`src/rtl/pwm_capture_if.sv`:
```
// pwm_capture_if: groups the PWM input and the measurement results.
// master = measuring side (pwm_capture), slave = consumer of the readings.
interface pwm_capture_if #(
    parameter int WIDTH = 19
) ();
    logic             pwm_in;
    logic             pwm_level;
    logic [WIDTH-1:0] pulse_width;
    logic [WIDTH-1:0] period;
    logic             sample_valid;
    logic             signal_lost;

    modport master (
        input  pwm_in,
        output pwm_level,
        output pulse_width,
        output period,
        output sample_valid,
        output signal_lost
    );

    modport slave (
        output pwm_in,
        input  pwm_level,
        input  pulse_width,
        input  period,
        input  sample_valid,
        input  signal_lost
    );
endinterface

```
`src/rtl/pwm_capture.sv`:
```
// pwm_capture: measures high time and rise-to-rise period of one PWM input
// in clk cycles, strobes both once per period and flags loss of signal.
// Optional glitch filter: define PWM_CAP_FILTER_EN to enable it.
module pwm_capture #(
    parameter int WIDTH          = 19,
    parameter int TIMEOUT_CYCLES = 480000,
    parameter int FILTER_LEN     = 4
) (
    input  logic          clk,
    input  logic          reset,
    pwm_capture_if.master bus
);
    typedef enum logic [1:0] {
        IDLE = 2'd0,
        HIGH = 2'd1,
        LOW  = 2'd2
    } state_t;

    localparam logic [WIDTH-1:0] TIMEOUT_W = WIDTH'(TIMEOUT_CYCLES);
    localparam logic [WIDTH-1:0] ONE_W     = WIDTH'(1);
    localparam logic [WIDTH-1:0] ZERO_W    = WIDTH'(0);

    logic [1:0]       sync_r;
    logic             lvl_r;
    logic             lvl_d_r;
    logic             rise_s;
    logic             fall_s;
    state_t           state_r;
    logic [WIDTH-1:0] high_cnt_r;
    logic [WIDTH-1:0] per_cnt_r;
    logic [WIDTH-1:0] width_r;
    logic [WIDTH-1:0] pulse_width_r;
    logic [WIDTH-1:0] period_r;
    logic             sample_valid_r;
    logic             signal_lost_r;

    // Two-flop synchronizer for the asynchronous input plus the delayed level for edge detection.
    always_ff @(posedge clk) begin
        if (reset) begin
            sync_r  <= 2'b00;
            lvl_d_r <= 1'b0;
        end else begin
            sync_r  <= {sync_r[0], bus.pwm_in};
            lvl_d_r <= lvl_r;
        end
    end

`ifdef PWM_CAP_FILTER_EN
    localparam int FCW = $clog2(FILTER_LEN);
    localparam logic [FCW-1:0] FILT_LAST = FCW'(FILTER_LEN - 1);

    logic [FCW-1:0] filt_cnt_r;
    logic           filt_r;

    // Accept a new level only after FILTER_LEN consecutive agreeing samples; then register once more so both edges see the same delay.
    always_ff @(posedge clk) begin
        if (reset) begin
            filt_cnt_r <= {FCW{1'b0}};
            filt_r     <= 1'b0;
            lvl_r      <= 1'b0;
        end else begin
            lvl_r <= filt_r;
            if (sync_r[1] == filt_r) begin
                filt_cnt_r <= {FCW{1'b0}};
            end else if (filt_cnt_r == FILT_LAST) begin
                filt_r     <= sync_r[1];
                filt_cnt_r <= {FCW{1'b0}};
            end else begin
                filt_cnt_r <= filt_cnt_r + FCW'(1);
            end
        end
    end
`else
    // Unfiltered path: synchronizer output registered once.
    always_ff @(posedge clk) begin
        if (reset) begin
            lvl_r <= 1'b0;
        end else begin
            lvl_r <= sync_r[1];
        end
    end
`endif

    // Edge detection from the registered level and its one-cycle delayed copy.
    always_comb begin
        rise_s = 1'b0;
        fall_s = 1'b0;
        if (lvl_r && !lvl_d_r) begin
            rise_s = 1'b1;
        end else if (!lvl_r && lvl_d_r) begin
            fall_s = 1'b1;
        end else begin
            rise_s = 1'b0;
            fall_s = 1'b0;
        end
    end

    // Measurement FSM: counts high time and period, emits samples on rises and declares loss on timeout.
    always_ff @(posedge clk) begin
        if (reset) begin
            state_r        <= IDLE;
            high_cnt_r     <= ZERO_W;
            per_cnt_r      <= ZERO_W;
            width_r        <= ZERO_W;
            pulse_width_r  <= ZERO_W;
            period_r       <= ZERO_W;
            sample_valid_r <= 1'b0;
            signal_lost_r  <= 1'b1;
        end else begin
            sample_valid_r <= 1'b0;
            case (state_r)
                IDLE: begin
                    // Period incomplete on the first rise, so no sample yet.
                    if (rise_s) begin
                        high_cnt_r <= ONE_W;
                        per_cnt_r  <= ONE_W;
                        state_r    <= HIGH;
                    end
                end
                HIGH: begin
                    // A rise cannot occur here: a fall must come first.
                    if (per_cnt_r == TIMEOUT_W) begin
                        state_r       <= IDLE;
                        signal_lost_r <= 1'b1;
                        pulse_width_r <= ZERO_W;
                        period_r      <= ZERO_W;
                    end else if (fall_s) begin
                        width_r   <= high_cnt_r;
                        per_cnt_r <= per_cnt_r + ONE_W;
                        state_r   <= LOW;
                    end else begin
                        high_cnt_r <= high_cnt_r + ONE_W;
                        per_cnt_r  <= per_cnt_r + ONE_W;
                    end
                end
                LOW: begin
                    // The rise takes priority over a timeout in the same cycle.
                    if (rise_s) begin
                        pulse_width_r  <= width_r;
                        period_r       <= per_cnt_r;
                        sample_valid_r <= 1'b1;
                        signal_lost_r  <= 1'b0;
                        high_cnt_r     <= ONE_W;
                        per_cnt_r      <= ONE_W;
                        state_r        <= HIGH;
                    end else if (per_cnt_r == TIMEOUT_W) begin
                        state_r       <= IDLE;
                        signal_lost_r <= 1'b1;
                        pulse_width_r <= ZERO_W;
                        period_r      <= ZERO_W;
                    end else begin
                        per_cnt_r <= per_cnt_r + ONE_W;
                    end
                end
                default: begin
                    state_r <= IDLE;
                end
            endcase
        end
    end

    assign bus.pwm_level    = lvl_r;
    assign bus.pulse_width  = pulse_width_r;
    assign bus.period       = period_r;
    assign bus.sample_valid = sample_valid_r;
    assign bus.signal_lost  = signal_lost_r;
endmodule

```
`src/flat_wrapper.sv`:
```
// flat-port wrapper written by rule: the top's interface ports become plain ports
module pwm_capture_flat 
#(
    parameter int WIDTH          = 19,
    parameter int TIMEOUT_CYCLES = 480000,
    parameter int FILTER_LEN     = 4
)
  (clk, reset, bus_pwm_in, bus_pwm_level, bus_pulse_width, bus_period, bus_sample_valid, bus_signal_lost);
  pwm_capture_if #(.WIDTH(WIDTH)) bus_i ();
  input  logic clk;
  input  logic reset;
  input wire logic [$bits(bus_i.pwm_in)-1:0] bus_pwm_in;
  output wire logic [$bits(bus_i.pwm_level)-1:0] bus_pwm_level;
  output wire logic [$bits(bus_i.pulse_width)-1:0] bus_pulse_width;
  output wire logic [$bits(bus_i.period)-1:0] bus_period;
  output wire logic [$bits(bus_i.sample_valid)-1:0] bus_sample_valid;
  output wire logic [$bits(bus_i.signal_lost)-1:0] bus_signal_lost;
  assign bus_i.pwm_in = bus_pwm_in;
  assign bus_pwm_level = bus_i.pwm_level;
  assign bus_pulse_width = bus_i.pulse_width;
  assign bus_period = bus_i.period;
  assign bus_sample_valid = bus_i.sample_valid;
  assign bus_signal_lost = bus_i.signal_lost;
  pwm_capture #(.WIDTH(WIDTH), .TIMEOUT_CYCLES(TIMEOUT_CYCLES), .FILTER_LEN(FILTER_LEN)) u_core (.clk(clk), .reset(reset), .bus(bus_i));
endmodule
```
`config.mk`:
```
export PLATFORM = sky130hd
export DESIGN_NAME = pwm_capture_flat
export DESIGN_NICKNAME = d
export VERILOG_FILES = /design/src/rtl/pwm_capture_if.sv /design/src/rtl/pwm_capture.sv /design/src/flat_wrapper.sv
export SDC_FILE = /design/constraint.sdc
export NUM_CORES = 1
export LEC_CHECK = 0
export ABC_AREA = 1
export BUFFER_PORTS_ARGS = -buffer_cell sky130_fd_sc_hd__buf_4
export CORE_ASPECT_RATIO = 0.6
export CORE_MARGIN = 3
export CORE_UTILIZATION = 55
export DETAILED_ROUTE_END_ITERATION = 12
export HOLD_SLACK_MARGIN = 0.12
export PLACE_DENSITY = 0.71
export REMOVE_ABC_BUFFERS = 1
export SYNTH_ARGS = -nofsm -noshare
export SYNTH_HDL_FRONTEND = slang
export SYNTH_SLANG_ARGS = --single-unit
```
`constraint.sdc`:
```
create_clock -name clk -period 2.2 [get_ports clk]
set_input_delay 0.33 -clock clk [delete_from_list [all_inputs] [get_ports clk]]
set_output_delay 0.33 -clock clk [all_outputs]
set_load 0.005 [all_outputs]
```
## Yosys cells after proc, flatten, opt, wreduce, memory -nomap -nowiden

Index checks and enable logic that the tools add are counted.

| word-level totals | value |
|---|---|
| register bits after elaboration | 103 |
| latch bits | 0 |
| bits in writable memories | 0 |
| bits in read-only memories | 0 |
| input bits | 3 |
| output and inout bits | 41 |
| logic and storage cells | 64 |
| memories | 0 |

| cells by class | value |
|---|---|
| add/sub/neg operators | 2 |
| $mul | 0 |
| divide/modulo/power cells | 0 |
| magnitude comparators | 0 |
| eq/ne operators | 9 |
| shift operators | 0 |
| multiplexer cells | 26 |
| bitwise logic cells | 2 |
| reductions and logical operators | 14 |

Operator list:

| kind | count |
|---|---|
| 19-bit two-way mux | 9 |
| 19-bit one-hot mux with 2 select lines | 3 |
| 19-bit one-hot mux with 3 select lines | 1 |
| 19-bit by 1-bit adder with 19-bit output (second input constant) | 2 |
| 19-bit equality test (second input constant) | 1 |
| 2-bit two-way mux | 5 |
| 1-bit two-way mux | 6 |
| 3-bit by 1-bit != test with 1-bit output (second input constant) | 2 |
| 2-bit one-hot mux with 3 select lines | 1 |
| 3-bit AND reduction | 2 |
| 2-bit by 1-bit != test with 1-bit output (second input constant) | 2 |
| 2-bit != test (second input constant) | 2 |
| 4-bit AND reduction | 1 |
| 2-bit nonzero test | 2 |
| 2-bit OR reduction | 2 |
| 3-bit nonzero test | 1 |
| 2-bit by 1-bit equality test with 1-bit output (second input constant) | 1 |
| 2-bit equality test (second input constant) | 1 |
| 1-bit logical AND | 2 |
| 1-bit logical NOT | 2 |
| 2-bit logical NOT | 1 |
| 1-bit inverter | 2 |
| 1-bit one-hot mux with 2 select lines | 1 |
| 2-bit AND reduction | 1 |

## Longest topological paths before layout

| depth | value |
|---|---|
| word-level depth | 7 |
| mapped depth | 12 |
| mapped depth without buffers | 11 |

## Worst setup path after synthesis

OpenSTA, ideal clock, no wires.

| timing | value |
|---|---|
| path kind | reg-to-reg |
| start point | reg u_core.state_r[0] |
| end point | reg u_core.high_cnt_r[10] |
| library setup time | 0.070 ns |
| data arrival time | 1.583 ns |
| required time | 2.130 ns |
| slack | 0.547 ns |
| stages on the path, launching flop included | 11 |
| path buffers | 1 |
| clock period less this slack | 1.653 ns |
| path through | dfxtp_1 -> inv_1 -> ha_1 -> nor2_2 -> inv_2 -> o21ai_2 -> nand3_2 -> inv_2 -> buf_2 -> nand2_1 -> a21oi_1 |

| between the ends | value |
|---|---|
| longest elaborated chain between the ends | 4 |
| elaborated cells on any way between the ends | 10 |
| those cells by class | eq/ne: 5; mux: 1; reduce/logical: 4 |

RTL lines:

| element | line | RTL |
|---|---|---|
| start, declared | pwm_capture.sv:28 | `state_t state_r;` |
| start signal, assigned | pwm_capture.sv:101 | `state_r <= IDLE;` |
| start signal, assigned | pwm_capture.sv:117 | `state_r <= HIGH;` |
| start signal, assigned | pwm_capture.sv:123 | `state_r <= IDLE;` |
| 2-bit equality test / 2-bit logical NOT (equally long branches) | pwm_capture.sv:111 | `case (state_r)` |
| 2-bit OR reduction (no source line) | n/a |  |
| 2-bit by 1-bit != test with 1-bit output (no source line) / 2-bit nonzero test (equally long branches) | n/a |  |
| 4-bit AND reduction (no source line) | n/a |  |
| end signal, assigned | pwm_capture.sv:132 | `high_cnt_r <= high_cnt_r + ONE_W;` |
| end, declared | pwm_capture.sv:29 | `logic [WIDTH-1:0] high_cnt_r;` |

Parallel ways exist; a longest one is shown, timed or not.
A chain may end at the register's enable or synchronous reset.

## Final worst setup path

| timing | value |
|---|---|
| start point | reg u_core.state_r[0] |
| end point | reg u_core.per_cnt_r[2] |

| between the ends | value |
|---|---|
| longest elaborated chain between the ends | 3 |
| elaborated cells on any way between the ends | 7 |
| those cells by class | eq/ne: 3; mux: 1; reduce/logical: 3 |

RTL lines:

| element | line | RTL |
|---|---|---|
| 2-bit by 1-bit equality test with 1-bit output, or another cell as far along | pwm_capture.sv:111 |  |
| 3-bit nonzero test (no source line) / 2-bit by 1-bit != test with 1-bit output (equally long branches) | n/a |  |
| 2-bit AND reduction (no source line) | n/a |  |
| end signal, assigned | pwm_capture.sv:129 | `per_cnt_r <= per_cnt_r + ONE_W;` |
| end signal, assigned | pwm_capture.sv:133 | `per_cnt_r <= per_cnt_r + ONE_W;` |
| end signal, assigned | pwm_capture.sv:152 | `per_cnt_r <= per_cnt_r + ONE_W;` |
| end, declared | pwm_capture.sv:30 | `logic [WIDTH-1:0] per_cnt_r;` |

Parallel ways exist; a longest one is shown, timed or not.

==> impl_metrics.json <==
{
  "outcome": "finished clean",
  "viasPerCell": 5.302,
  "wl_met1_microns": 6432,
  "cts_setup_buffers": 0,
  "worst_pin_slew_ns": 0.4748,
  "coreArea_sq_mm": 0.008718,
  "routed_wl_microns": 11790,
  "ys_seq_area_share_pct": 40.93,
  "drtAntennaViolNets": 0,
  "synthDistinctLibCells": 34,
  "rsz0062_at_grt": "false",
  "cts.clk_slew.worst_paths_ns": 0.07,
  "clock.fmax_mhz": 512.1,
  "vias": 4507,
  "place_area_sq_mm": 0.005421,
  "gr-usage-all-layers_pct": 23.71,
  "grt_max_degree": 48,
  "fin_crit_ns": 1.953,
  "root_buffer": "clkbuf_16",
  "slew_violations": 0,
  "layout-drive-gt1-share_pct": 17.07,
  "synth_warnings": 0,
  "place_congestion": 0.9740,
  "yosys.area.top_type_share_pct": 40.93,
  "final-setup-viol-count": 0,
  "start_kind": "flip-flop",
  "worstPathMaxFanout": 10,
  "routed.top_layer": "met4",
  "areaGrowthSynthToFinish_pct": 13.74,
  "cts_max_level": 3,
  "fin_crit_sh_pct": 88.77,
  "dp_hpwl_microns": 8660,
  "cts_tree": "yes",
  "cap_violations": 0,
  "leakage_nw": 2.336,
  "p_total_mw": 3.805,
  "cts_hold_buf": 0,
  "crit_type": "flip-flop to flip-flop",
  "clk_latency_ns": 0.34,
  "yosys-top-cells-area": "dfxtp_1 (41%), nand2_1 (12%), inv_1 (6.8%), nor2_1 (5.7%), o2111ai_1 (4.9%)",
  "cts_buffer_depth": 2,
  "crit_path_end_kind": "flip-flop",
  "synth_common_cells": "nand2_1 (155), dfxtp_1 (103), inv_1 (91)",
  "skew_ns": 0.003090,
  "diodes": 0,
  "ys.flop_type": "dfxtp_1",
  "synth_edf_count": 0,
  "critPathArrivalTime_ns": 2.21,
  "post_drt_wl_per_cell_microns": 13.88,
  "ctsResizeCount": 0,
  "fin_hold_ws_ns": 0.1965,
  "clkSinkCount": 103,
  "synth_area_per_cell_sq_um": 7.206,
  "relSlewSlack_pct": 68.35,
  "boundaryPins": 44,
  "hold_viol": 0,
  "power_density_mw_per_mm2": 664.1,
  "dr_wl_met2_microns": 4543,
  "drc_errors": 0,
  "synth.most_common_cell": "nand2_1",
  "required_ns": 2.46,
  "drt_pass1_iterations": 5,
  "antenna_found_initial": 0,
  "synth-seq-cells": 103,
  "post-route-cell-area_sq_mm": 0.005729,
  "syn_inst": 699,
  "synth_top_cell_by_area": "dfxtp_1",
  "grt_pass1_wl_microns": 19400,
  "drt_iter0_markers": 357,
  "peakVddDrop_uv": 536.0,
  "io_buffers": 43,
  "nets": 744,
  "grt_pass1_vias": 3891,
  "async_flop_share_pct": 0,
  "die_width_microns": 129.6,
  "met3WireLength_microns": 692,
  "design.die.area_sq_mm": 0.01038,
  "initial_core_util_pct": 57.78,
  "rows": 26,
  "die_h_microns": 80.13,
  "numCtsBuffers": 9,
  "gr-total-overflow": 0,
  "worstHoldPathType": "input pin to flip-flop",
  "synth_area_sq_mm": 0.005037
}
-- logic make-up (layout without fill, tap and decap cells) --
group / count (synthesis) / count (layout) / synth area share [%]
AOI/OAI and AO/OA: 117 / 117 / 15.90
xor gates and xnor gates: 13 / 13 / 2.260
adders and majority gates: 7 / 7 / 1.739
buffers and inverters: 146 / 185 / 12.32
DFF: 103 / 103 / 40.93
and+or+nand+nor: 313 / 313 / 26.85
-- sequential cells by signal, indices dropped and copies added (netlist names) --
| signal | cells |
|---|---|
| u_core.bus.period | 19 |
| u_core.high_cnt_r | 19 |
| u_core.bus.signal_lost | 1 |
| u_core.sync_r | 2 |
| u_core.state_r | 2 |
| u_core.bus.pulse_width | 19 |
| u_core.lvl_d_r | 1 |
| u_core.width_r | 19 |
| u_core.per_cnt_r | 19 |
| u_core.bus.pwm_level | 1 |
| u_core.bus.sample_valid | 1 |
-- worst max-delay path, stage by stage, from the launching register on --
cell and delay, ns:
dfxtp_1 0.33, inv_1 0.12, ha_1 0.21, inv_1 0.09, nor2_1 0.18, o21ai_0 0.15
nand2_1 0.09, nand2_1 0.25, buf_4 0.25, nor3b_1 0.20
-- worst paths after layout --
kind,startpoint,to,slack (ns),cells past startpoint
min,bus_pwm_in,u_core.sync_r[0],0.20,3
min reg2reg,u_core.sync_r[0],u_core.sync_r[1],0.44,2
max reg2reg,u_core.state_r[0],u_core.per_cnt_r[2],0.25,9
max,u_core.state_r[0],u_core.per_cnt_r[2],0.25,9
-- per-layer routing --
| layer | global-route usage (%) | vias up |
|---|---|---|
| met5 | 0 | - |
| met4 | 6.017 | 0 |
| met3 | 5.847 | 11 |
| met2 | 32.33 | 104 |
| met1 | 36.76 | 2069 |
| li1 | - | 2323 |
-- power by group --
group          internal, mW  switching (mW)
clock network         0.942           0.689
logic                0.0779           0.202
registers              1.88          0.0119
-- layout make-up --
| class | count | area, sq um |
|---|---|---|
| Timing Repair Buffer | 57 | 440.4 |
| Fill cell | 790 | 2989 |
| Sequential cell | 103 | 2062 |
| Multi-Input combinational cell | 450 | 2355 |
| Tap cell | 112 | 140.1 |
| Inverter | 113 | 424.2 |
| Clock inverter | 4 | 55.05 |
| Clock buffer | 11 | 252.7 |
-- layout by cell type (no fill, tap or decap), types with 4 or more instances in the layout --
master and n:
xnor2_1 4, ha_1 7, xor2_1 9, nand2_1 155, inv_1 91, o21ai_1 4
nand3_1 31, nor3_1 12, a21oi_1 46, or2_2 5, clkbuf_16 9, dfxtp_1 103
o21ai_0 26, nor2_2 6, inv_2 22, buf_4 56, o2111ai_1 28, o2111ai_2 10
nand4_1 10, nor2_1 77
-- through the flow --
step	setup slack (ns)	cells	util [%]	setup TNS, ns
final	0.2471	850	65.71	0
after floorplan	-0.04455	666	-	-0.2019
after global routing	0.04945	850	65.71	0
after detailed placement	0.2701	835	62.18	0
after CTS	0.2398	850	65.71	0
after global placement	0.3421	835	62.18	0
(Power assumes the default switching activity.)
